===== src/rtl/booth_r4_mac_unit.sv =====
// Iterative signed radix-4 Booth multiplier with add and multiply-accumulate modes.
// One Booth digit is retired per cycle; valid/ready handshakes on both sides.
module booth_r4_mac_unit #(
  parameter int INWIDTH = 16
) (
  input  logic                   clk,
  input  logic                   reset_n,
  input  logic                   in_valid,
  output logic                   in_ready,
  input  logic [1:0]             op,
  input  logic [INWIDTH-1:0]     a,
  input  logic [INWIDTH-1:0]     b,
  input  logic                   acc_clr,
  output logic                   out_valid,
  input  logic                   out_ready,
  output logic [2*INWIDTH-1:0]   result,
  output logic [2*INWIDTH-1:0]   acc,
  output logic                   busy
);
  localparam int OUTWIDTH = 2 * INWIDTH;
  localparam int ITER     = INWIDTH / 2;
  localparam int CNT_W    = $clog2(ITER) + 1;

  typedef enum logic [1:0] {S_IDLE, S_CALC, S_DONE} state_t;

  state_t                      state_q, state_d;
  logic signed [OUTWIDTH-1:0]  a_sh_q, a_sh_d;
  logic signed [INWIDTH:0]     b_sh_q, b_sh_d;
  logic signed [OUTWIDTH-1:0]  pp_q, pp_d;
  logic [CNT_W-1:0]            cnt_q, cnt_d;
  logic                        mac_q, mac_d;
  logic signed [OUTWIDTH-1:0]  result_q, result_d;
  logic signed [OUTWIDTH-1:0]  acc_q, acc_d;

  logic signed [OUTWIDTH-1:0]  term;
  logic signed [OUTWIDTH-1:0]  pp_sum;
  logic                        last_digit;

  function automatic logic signed [OUTWIDTH-1:0] sext(input logic [INWIDTH-1:0] v);
    return {{(OUTWIDTH-INWIDTH){v[INWIDTH-1]}}, v};
  endfunction

  // b_sh_q carries the multiplier with an appended b[-1]=0, so the low three
  // bits are always the current Booth triplet; a_sh_q is the pre-shifted a.
  always_comb begin
    term = '0;
    case (b_sh_q[2:0])
      3'b001, 3'b010: term = a_sh_q;
      3'b011:         term = a_sh_q <<< 1;
      3'b100:         term = -(a_sh_q <<< 1);
      3'b101, 3'b110: term = -a_sh_q;
      default:        term = '0;
    endcase
  end

  assign pp_sum     = pp_q + term;
  assign last_digit = (cnt_q == CNT_W'(ITER - 1));

  always_comb begin
    state_d  = state_q;
    a_sh_d   = a_sh_q;
    b_sh_d   = b_sh_q;
    pp_d     = pp_q;
    cnt_d    = cnt_q;
    mac_d    = mac_q;
    result_d = result_q;
    acc_d    = acc_q;
    case (state_q)
      S_IDLE: begin
        if (in_valid) begin
          case (op)
            2'b01: begin
              result_d = sext(a) + sext(b);
              state_d  = S_DONE;
            end
            2'b10, 2'b11: begin
              a_sh_d  = sext(a);
              b_sh_d  = {b, 1'b0};
              pp_d    = '0;
              cnt_d   = '0;
              mac_d   = op[0];
              state_d = S_CALC;
            end
            default: ;
          endcase
        end
      end
      S_CALC: begin
        pp_d   = pp_sum;
        a_sh_d = a_sh_q <<< 2;
        b_sh_d = b_sh_q >>> 2;
        cnt_d  = cnt_q + CNT_W'(1);
        if (last_digit) begin
          state_d = S_DONE;
          if (mac_q) begin
            result_d = acc_q + pp_sum;
            acc_d    = acc_q + pp_sum;
          end else begin
            result_d = pp_sum;
          end
        end
      end
      S_DONE: begin
        if (out_ready) state_d = S_IDLE;
      end
      default: state_d = S_IDLE;
    endcase
    // A clear overrides any accumulator update landing on the same edge.
    if (acc_clr) acc_d = '0;
  end

  always_ff @(posedge clk or negedge reset_n) begin
    if (!reset_n) begin
      state_q  <= S_IDLE;
      a_sh_q   <= '0;
      b_sh_q   <= '0;
      pp_q     <= '0;
      cnt_q    <= '0;
      mac_q    <= 1'b0;
      result_q <= '0;
      acc_q    <= '0;
    end else begin
      state_q  <= state_d;
      a_sh_q   <= a_sh_d;
      b_sh_q   <= b_sh_d;
      pp_q     <= pp_d;
      cnt_q    <= cnt_d;
      mac_q    <= mac_d;
      result_q <= result_d;
      acc_q    <= acc_d;
    end
  end

  assign in_ready  = (state_q == S_IDLE);
  assign out_valid = (state_q == S_DONE);
  assign busy      = (state_q != S_IDLE);
  assign result    = result_q;
  assign acc       = acc_q;

endmodule


===== config.mk =====
export PLATFORM = sky130hd
export DESIGN_NAME = booth_r4_mac_unit
export DESIGN_NICKNAME = d
export VERILOG_FILES = /design/src/rtl/booth_r4_mac_unit.sv
export SDC_FILE = /design/constraint.sdc
export NUM_CORES = 1
export LEC_CHECK = 0
export ABC_AREA = 1
export CORE_UTILIZATION = 64
export DETAILED_ROUTE_END_ITERATION = 8
export GPL_TIMING_DRIVEN = 0
export PLACE_DENSITY = 0.94
export SETUP_SLACK_MARGIN = 0.3
export SYNTH_ARGS = -nofsm -noshare
export SYNTH_HDL_FRONTEND = slang
export SYNTH_SLANG_ARGS = --single-unit

===== constraint.sdc =====
create_clock -name clk -period 12.2 [get_ports clk]
set_input_delay 1.22 -clock clk [delete_from_list [all_inputs] [get_ports clk]]
set_output_delay 1.22 -clock clk [all_outputs]
set_load 0.1 [all_outputs]

# [Yosys cells after proc, flatten, opt, wreduce, memory -nomap -nowiden]
# Index checks and enable logic that the tools add are counted.
[word_totals] regBits=152 in_bits=39 output_inout_bits=67
[op_classes] n_addsub=6 eq_ne=18 muxes=27 n_bitwise=1 reduce_logical=15
[ops] cell="32-bit two-way mux" n=12
[ops] cell="32-bit case mux with 2 select lines" n=3
[ops] cell="32-bit case mux with 4 select lines" n=1
[ops] cell="32-bit adder" n=2
[ops] cell="32-bit negation" n=2
[ops] cell="17-bit two-way mux" n=2
[ops] cell="17-bit case mux with 2 select lines" n=1
[ops] cell="16-bit by 16-bit adder with 17-bit output" n=1
[ops] cell="4-bit AND reduction" n=3
[ops] cell="2-bit nonzero test" n=5
[ops] cell="3-bit == test (second input constant)" n=3
[ops] cell="3-bit AND reduction" n=3
[ops] cell="4-bit two-way mux" n=2
[ops] cell="4-bit case mux with 2 select lines" n=1
[ops] cell="2-bit == test (second input constant)" n=3
[ops] cell="3-bit by 2-bit == test with 1-bit output (second input constant)" n=2
[ops] cell="2-bit two-way mux" n=3
[ops] cell="2-bit by 1-bit inequality test with 1-bit output (second input constant)" n=3
[ops] cell="2-bit case mux with 3 select lines" n=1
[ops] cell="2-bit OR reduction" n=3
[ops] cell="4-bit by 1-bit adder with 4-bit output (second input constant)" n=1
[ops] cell="2-bit by 1-bit == test with 1-bit output (second input constant)" n=2
[ops] cell="4-bit by 3-bit == test with 1-bit output (second input constant)" n=1
[ops] cell="2-bit inequality test (second input constant)" n=2
[ops] cell="5 further kinds" n=5

# [Longest topological paths before layout]
# Gate-level depths: netlist of run 1.
[logic_depth] ltp_word=9 ltp_mapped=39 depth_no_buf=38

# [Worst setup path after synthesis of run 1]
# OpenSTA, ideal clock, no wires.
[synth_path] path_kind="reg2reg" startpoint="register a_sh_q[0]" endpoint="register result_q[30] (netlist: result[30])" setup_time_ns=0.067 arrival_time_ns=4.409 required_time_ns=12.133 slack_ns=7.724 stages_incl_launch_ff=36 path_buffers=0 period_less_slack_ns=4.476 path_cell_list="dfrtp_1 > inv_1 > ha_1 > nand2_1 > nor2_1 > nand3_2 > nor2_1 > xor2_1 > o22ai_1 > a21oi_1 > o21ai_0 > ha_1 > nand2_1 > nor2_1 > nand2_1 > inv_1 > nand2_2 > nand2_2 > a21oi_1 > or2_1 > nand2_1 > inv_1 > ha_1 > nand2_1 > nor2_1 > nand2_1 > nor4_1 > nand2_1 > o211ai_2 > nand2_1 > nand3_1 > xor2_1 > nand2_1 > nand3_1 > o21ai_1 > inv_1"
[synth_via] elab_chain_cells=7 word_cells_on_any_way=8
[synth_lines] item="from (decl)" line="27" text="logic signed [OUTWIDTH-1:0] a_sh_q, a_sh_d;"
[synth_lines] item="from (signal assigned)" line="124" text="a_sh_q <= a_sh_d;"
[synth_lines] item="32-bit negation (on tied branches)" line="51, 50"
[synth_lines] item="32-bit case mux with 4 select lines *" line="47" text="case (b_sh_q[2:0])"
[synth_lines] item="32-bit adder *" line="56" text="assign pp_sum = pp_q + term;"
[synth_lines] item="32-bit adder" line="96" text="result_d = acc_q + pp_sum;"
[synth_lines] item="32-bit two-way mux *" line="95" text="if (mac_q) begin"
[synth_lines] item="32-bit two-way mux *" line="93" text="if (last_digit) begin"
[synth_lines] item="32-bit case mux with 2 select lines *" line="68" text="case (state_q)"
[synth_lines] item="to (signal assigned)" line="129" text="result_q <= result_d;"
[synth_lines] item="to (decl)" line="32" text="logic signed [OUTWIDTH-1:0] result_q, result_d;"
# Every way passes the cells marked *; elsewhere a longest branch is shown, timed or not. The select of a mux whose other input is x is not followed.
# A chain may end at the register's enable or synchronous reset.

# [Worst setup path in the final report of run 1]
[layout_path] startpoint="register a_sh_q[0]" endpoint="register result_q[27] (netlist: result[27])"
# Same word-level chain as after synthesis.

==> flow_metrics.env, run 1 <==
export IMPL_layout_drive_gt1_share_pct=7.40
export IMPL_cts_hold_fix_buffers=0
export IMPL_p_leak_nw=6.71
export IMPL_synth_top_cells_by_count="sky130_fd_sc_hd__nand2_1, sky130_fd_sc_hd__dfrtp_1, sky130_fd_sc_hd__inv_1"
export IMPL_fin_tns_setup_ns=0
export IMPL_final_period_minus_worst_setup_slack_ns=5.97
export IMPL_irDropWorstVdd_v=0.000352
export IMPL_critical_path_class="reg -> reg"
export IMPL_syn_instance_count=1579
export IMPL_synth_enable_flop_cells=0
export IMPL_cpMaxStageDelayCell="sky130_fd_sc_hd__nor4_1"
export IMPL_synth_sequential_area_ratio_pct=31.9
export IMPL_postLayoutCellArea_um2=13900
export IMPL_first_iter_violations=1539
export IMPL_netlist_top_cell_by_area="sky130_fd_sc_hd__dfrtp_1"
export IMPL_clk_transition_reported_paths_ns=0.07
export IMPL_fill_cells=1352
export IMPL_slew_headroom_pct=30.7
export IMPL_r2r_setup_slack_ns=6.23
export IMPL_globalplace_congestion=1.02
export IMPL_final_setup_viol_count=0
export IMPL_grt_use_met2_pct=65.7
export IMPL_clkSinkCount=152
export IMPL_grt_use_met3_pct=9.14
export IMPL_power_switching_w=0.00259
export IMPL_cts_root_buffer_cell="sky130_fd_sc_hd__clkbuf_16"
export IMPL_h_tree_depth=4
export IMPL_core_rowCount=49
export IMPL_grt_setup_unrepaired="false"
export IMPL_hold_class="reg -> reg"
export IMPL_route_final_wire_length_um=40800
export IMPL_die_height_um=138
export IMPL_drt_antenna_violating_nets=0
export IMPL_crit_path_max_fanout=6
export IMPL_first_pass_iters=9
export IMPL_required_ns=12.54
export IMPL_dp_final_hpwl_um=31300
export IMPL_setup_worst_path_start_class="flip-flop"
export IMPL_timing_critical_path_to_type="flip-flop"
export IMPL_core_region_area_um2=18100
export IMPL_status="finished, violations left"
export IMPL_routed_via_count=12700
export IMPL_post_synth_top_area_share_pct=31.9
export IMPL_clkLatencyLatePin_ns=0.45
export IMPL_final_hold_violation_count=0
export IMPL_synth_fp_nets=1702
export IMPL_cts_resized=0
export IMPL_synthMostInstantiatedCell="sky130_fd_sc_hd__nand2_1"
export IMPL_remaining_drc_errors=2
export IMPL_routedWlPerCell_um=21.0
export IMPL_cts_path_max_buffers=2
export IMPL_power_frac_seq_pct=18.4
export IMPL_numPortBuffers=105
export IMPL_max_cap_viol_count=0
export IMPL_synth_ff_type="sky130_fd_sc_hd__dfrtp_1"
export IMPL_number_of_buffers_created_by_cts=17
export IMPL_synthesis_area_um2=11900
export IMPL_global_route_peak_usage_layer="met2"
export IMPL_violated_checks="DRC"
export IMPL_total_i_o_pin_count=106
export IMPL_power_switching_share_pct=57.9
export IMPL_cp_arrival_ns=6.32
export IMPL_design_final_nets=1827
export IMPL_clkPwrFrac_pct=12.5
export IMPL_groute_layer_met1_usage_pct=57.1
export IMPL_design_die_area_um2=19200
export IMPL_grt_max_degree=92
export IMPL_area_growth_synth_to_final_pct=16.4
export IMPL_worst_slew_pin_transition_ns=1.04
export IMPL_die_w_um=138
export IMPL_power_density_nw_per_um2=323
export IMPL_netlist_top_cells_area="sky130_fd_sc_hd__dfrtp_1, sky130_fd_sc_hd__nand2_1, sky130_fd_sc_hd__ha_1"
export IMPL_combPwrFrac_pct=69.2
export IMPL_route_detailed_vias_per_inst=6.51
export IMPL_global_route_usage_total_pct=42.7
export IMPL_cp_max_stage_delay_ns=0.64
export IMPL_dpl_cell_area_um2=13300
export IMPL_number_of_antenna_violations_at_the_first_check_in_global_routing=1
export IMPL_cts_repair_timing_setup_buffer_count=0
export IMPL_synth_warnings=0
export IMPL_diodes=0
export IMPL_intPower_w=0.00189
export IMPL_cts_tree="done"
export IMPL_skew_ns=0.0123
export IMPL_post_synth_cell_area_avg_um2=7.55
export IMPL_global_route_wire_length_before_repair_um=63700
export IMPL_synthArstFlopShare_pct=100
export IMPL_vias_in_the_first_global_route=12100
export IMPL_post_route_period_util_pct=49.0
export IMPL_ys_seq_elements=152
export IMPL_effective_utilization_at_floorplan_pct=65.9
export IMPL_critPathMostFrequentCell="sky130_fd_sc_hd__inv_1"
export IMPL_unique_cell_type_count_in_the_yosys_netlist=58
export IMPL_maxClockFrequency_ghz=0.167
export IMPL_globalRouteOverflowTotal=0
export IMPL_final_max_slew_violation_count=0
==> worst paths after layout <==
path / startpoint / to / depth (start not counted)
hold / removal: b_sh_q[7]$_DFFE_PN0P_ / b_sh_q[7]$_DFFE_PN0P_ / 2
max in group asynchronous: reset_n / acc[5]$_DFFE_PN0P_ / 2
min in group asynchronous: reset_n / result[27]$_DFFE_PN0P_ / 1
hold reg to reg: b_sh_q[7]$_DFFE_PN0P_ / b_sh_q[7]$_DFFE_PN0P_ / 2
setup / recovery: a_sh_q[0]$_DFFE_PN0P_ / result[27]$_DFFE_PN0P_ / 30
setup reg to reg: a_sh_q[0]$_DFFE_PN0P_ / result[27]$_DFFE_PN0P_ / 30
==> placed cells by master (no fill, tap or decap), types with 8 or more instances in the layout <==
master / netlist / layout
sky130_fd_sc_hd__nand2_1: 337 / 337
sky130_fd_sc_hd__inv_1: 152 / 152
sky130_fd_sc_hd__dfrtp_1: 152 / 152
sky130_fd_sc_hd__nand3_1: 132 / 132
sky130_fd_sc_hd__nor2_1: 107 / 107
sky130_fd_sc_hd__clkdlybuf4s50_1: 0 / 104
sky130_fd_sc_hd__a21oi_1: 100 / 100
sky130_fd_sc_hd__ha_1: 81 / 81
sky130_fd_sc_hd__o21ai_0: 68 / 68
sky130_fd_sc_hd__xor2_1: 55 / 55
sky130_fd_sc_hd__clkbuf_1: 34 / 35
sky130_fd_sc_hd__o221ai_1: 32 / 32
sky130_fd_sc_hd__o22ai_1: 26 / 26
sky130_fd_sc_hd__o21ai_1: 24 / 24
sky130_fd_sc_hd__a21o_1: 21 / 21
sky130_fd_sc_hd__a22o_1: 19 / 19
sky130_fd_sc_hd__xnor2_1: 17 / 17
sky130_fd_sc_hd__clkbuf_16: 0 / 17
sky130_fd_sc_hd__nor3_1: 14 / 14
sky130_fd_sc_hd__inv_2: 12 / 12
sky130_fd_sc_hd__nand2_2: 11 / 11
sky130_fd_sc_hd__or2_2: 11 / 11
sky130_fd_sc_hd__nand3_2: 10 / 10
sky130_fd_sc_hd__a221oi_1: 10 / 10
sky130_fd_sc_hd__or2_1: 10 / 10
sky130_fd_sc_hd__a221o_1: 9 / 9
sky130_fd_sc_hd__nand4_1: 9 / 9
sky130_fd_sc_hd__buf_2: 9 / 9
sky130_fd_sc_hd__nor2_2: 8 / 8
sky130_fd_sc_hd__o2111ai_1: 8 / 8
sky130_fd_sc_hd__a31oi_1: 8 / 8
==> logic make-up (layout without fill, tap and decap cells) <==
kind of cell / after synthesis / count (layout) / share of synthesized area (%)
buffers and inverters: 213 / 351 / 6.83
XOR/XNOR: 76 / 76 / 5.84
adder cells (fa/ha/maj): 84 / 84 / 9.01
AO/OA/AOI/OAI: 384 / 384 / 21.3
AND/OR/NAND/NOR: 670 / 670 / 25.1
flip-flops: 152 / 152 / 31.9
==> cell type report <==
type	count	area, µm²	area share, %
Multi-Input combinational cell	1214	7300	52.6
Sequential cell	152	3800	27.4
Timing Repair Buffer	106	1080	7.78
Inverter	165	619	4.46
Clock buffer	18	429	3.09
Tap cell	229	287	2.06
Buffer	48	195	1.41
Clock inverter	14	164	1.18
==> per-layer routing <==
metal | vias to the layer above | wire [µm]
met2 | 852 | 18100
met5 | - | 10
met3 | 159 | 4340
met1 | 5930 | 16500
met4 | 2 | 1840
li1 | 5726 | -
==> registers in the layout, indices dropped and copies added (netlist names) <==
| name | flops |
|---|---|
| pp_q | 32 |
| mac_q | 1 |
| acc | 32 |
| a_sh_q | 32 |
| b_sh_q | 17 |
| cnt_q | 4 |
| state_q | 2 |
| result | 32 |
==> power groups by stage <==
stage | Clock [W] | Combinational [W] | Sequential [W]
after detailed placement | 0 | 0.00299 | 0.000822
after global placement | 0 | 0.00294 | 0.000819
after CTS | 0.000554 | 0.00302 | 0.000817
final | 0.000558 | 0.00310 | 0.000823
after global routing | 0.000574 | 0.00331 | 0.000840
after floorplan | 0 | 0.00182 | 0.00116
==> metrics by stage <==
step | hold slack, ns | setup slack [ns] | power [W] | cells | utilization [%]
6_report | 0.490 | 6.23 | 0.00448 | 1946 | 76.7
5_1_grt | 0.504 | 5.91 | 0.00472 | 1946 | 76.7
2_1_floorplan | 0.449 | 7.72 | 0.00299 | 1579 | -
3_5_place_dp | 0.470 | 6.55 | 0.00382 | 1914 | 73.5
3_3_place_gp | 0.460 | 3.70 | 0.00375 | 1913 | 73.3
4_1_cts | 0.487 | 6.50 | 0.00439 | 1946 | 76.7
==> worst max-delay path: cells and delay by family, from the launching register on <==
kind                     cells  cell delay, ns
AND/OR/NAND/NOR             11            1.93
AO/OA/AOI/OAI               10            1.87
adder cells (fa/ha/maj)      3            0.99
buffers and inverters        5            0.49
flip-flops                   1            0.36
XOR/XNOR                     1            0.21
(Power assumes the default switching activity.)
==> run 2, diff against run 1 <==
- CORE_UTILIZATION: 64 -> 54
- PLACE_DENSITY: 0.94 -> 0.85
- clock period: 12.2 -> 4.8 ns (I/O delays scaled with it)
==> run 2 against run 1 <==
The run ends with setup timing left. First-iteration DRC count rose by 9.5%. Worst setup slack got worse by 6.6 ns. Via count grew 7.6%. Final cell count is 7.9% higher. Critical path depth is 1 lower. Sequential share of layout area fell by 4.2 points. Non-clock buffer count increased by 108. Core utilization barely moved. Worst hold slack got worse by 0.45 ns. Count of clock-buffer cells in the layout did not move. Fmax up 16%. Die area increased by 18%. Critical path type unchanged. Critical endpoint is now result[30]$_DFFE_PN0P_. Largest cell class unchanged.
==> flow_metrics.env, run 2 (same netlist as run 1, synthesis figures left out) <==
export IMPL_worst_slew_pin_transition_ns=0.994
export IMPL_max_cap_viol_count=0
export IMPL_final_cell_mix="sky130_fd_sc_hd__nand2_1, sky130_fd_sc_hd__dfrtp_1, sky130_fd_sc_hd__inv_1, sky130_fd_sc_hd__nand3_1, sky130_fd_sc_hd__clkdlybuf4s50_1"
export IMPL_hold_class="in -> async"
export IMPL_die_w_um=151
export IMPL_final_seq_area_um2=3810
export IMPL_first_iter_violations=1685
export IMPL_cts_tree="done"
export IMPL_slew_headroom_pct=33.5
export IMPL_globalplace_congestion=0.982
export IMPL_global_route_wire_length_before_repair_um=68000
export IMPL_numPortBuffers=105
export IMPL_final_period_minus_worst_setup_slack_ns=5.17
export IMPL_route_detailed_vias_per_inst=6.49
export IMPL_fin_tns_setup_ns=-3.32
export IMPL_number_of_buffers_created_by_cts=17
export IMPL_postLayoutCellArea_um2=16400
export IMPL_diodes=0
export IMPL_fill_cells=1422
export IMPL_grt_setup_unrepaired="true"
export IMPL_grt_max_degree=91
export IMPL_violated_checks="setup timing"
export IMPL_clkSinkCount=152
export IMPL_die_height_um=151
export IMPL_dp_final_hpwl_um=31500
export IMPL_required_ns=5.18
export IMPL_core_rowCount=53
export IMPL_number_of_antenna_violations_at_the_first_check_in_global_routing=0
export IMPL_skew_ns=0.0136
export IMPL_cp_max_stage_delay_ns=0.45
export IMPL_critical_path_class="reg -> reg"
export IMPL_clk_transition_reported_paths_ns=0.07
export IMPL_post_route_period_util_pct=108
export IMPL_cts_path_max_buffers=2
export IMPL_routed_via_count=13600
export IMPL_effective_utilization_at_floorplan_pct=55.8
export IMPL_cpMaxStageDelayCell="sky130_fd_sc_hd__dfrtp_2"
export IMPL_final_hold_violation_count=0
export IMPL_status="finished, violations left"
export IMPL_routedWlPerCell_um=22.5
export IMPL_multi_input_area_um2=8820
export IMPL_final_setup_viol_count=21
export IMPL_vias_in_the_first_global_route=12500
export IMPL_crit_path_max_fanout=4
export IMPL_timing_hold_ws_ns=0.0403
export IMPL_design_final_nets=1935
export IMPL_postLayoutSetupSlackWorst_ns=-0.369
export IMPL_area_growth_synth_to_final_pct=37.6
export IMPL_final_max_slew_violation_count=0
export IMPL_cts_hold_fix_buffers=0
export IMPL_layout_drive_gt1_share_pct=25.8
export IMPL_h_tree_depth=4
export IMPL_cts_root_buffer_cell="sky130_fd_sc_hd__clkbuf_16"
export IMPL_final_common_cell="sky130_fd_sc_hd__nand2_1"
export IMPL_route_final_wire_length_um=47200
export IMPL_clkLatencyLatePin_ns=0.45
export IMPL_maxClockFrequency_ghz=0.193
export IMPL_core_region_area_um2=21400
export IMPL_drt_antenna_violating_nets=0
export IMPL_remaining_drc_errors=0
export IMPL_cp_arrival_ns=5.55
export IMPL_dpl_cell_area_um2=13300
export IMPL_global_route_usage_total_pct=39.6
export IMPL_design_die_area_um2=22700
export IMPL_first_pass_iters=8
export IMPL_setup_worst_path_start_class="flip-flop"
export IMPL_total_i_o_pin_count=106
export IMPL_timing_critical_path_to_type="flip-flop"
export IMPL_globalRouteOverflowTotal=0
-- run 2: per-stage QoR --
step	std cells	setup WS, ns	utilization, %
6_report	2100	-0.369	76.8
5_1_grt	2100	-0.492	76.8
4_1_cts	2066	-0.0418	71.4
3_5_place_dp	1960	-0.859	62.5
3_3_place_gp	1959	-3.10	62.4
2_1_floorplan	1579	0.324	-
-- run 2: timing repair --
item / 4_1_cts / 5_1_grt
setup endpoints to repair: 48 / 42
setup buffers: 74 / 34
gates resized for setup: 194 / 176
pin swaps: 45 / 41
-- run 2: worst paths after layout --
kind | start | end | slack (ns) | cells past startpoint
min in group clk | result[17]$_DFFE_PN0P_ | result[17]$_DFFE_PN0P_ | 0.49 | 2
worst max-delay path | a_sh_q[2]$_DFFE_PN0P_ | result[30]$_DFFE_PN0P_ | -0.37 | 29
worst min-delay path | reset_n | pp_q[25]$_DFFE_PN0P_ | 0.04 | 1
max in group asynchronous | reset_n | acc[4]$_DFFE_PN0P_ | 3.90 | 2
worst min register to register | result[17]$_DFFE_PN0P_ | result[17]$_DFFE_PN0P_ | 0.49 | 2
worst max register to register | a_sh_q[2]$_DFFE_PN0P_ | result[30]$_DFFE_PN0P_ | -0.37 | 29
-- run 2: area by class of cell --
class	instances	area share (%)
sequential	152	23.2
clock inverter	14	0.847
multi-input combinational	1214	53.8
buffer	48	1.61
tap	275	2.10
clock buffer	18	2.62
timing repair buffer	214	11.9
inverter	165	3.88
-- run 2: worst max-delay path, delay by kind of cell (launching register included) --
kind / cells / cell delay, ns
AND/OR/NAND/NOR: 13 / 1.58
AO/OA/AOI/OAI: 8 / 1.45
adder cells (fa/ha/maj): 2 / 0.74
XOR/XNOR: 3 / 0.65
flip-flops: 1 / 0.45
buffers and inverters: 3 / 0.24
-- run 2: routing by layer --
| layer | GRT usage [%] | wire length (µm) | part of all wire, % |
|---|---|---|---|
| met1 | 52.3 | 17900 | 38 |
| met3 | 6.76 | 4770 | 10 |
| met4 | 16.5 | 2690 | 5.7 |
| met5 | 0 | 0 | 0 |
| met2 | 63.9 | 21900 | 46 |
Power of run 2 is not shown: default switching activity piles up to over one toggle a cycle in this logic, so the estimate is an artifact.
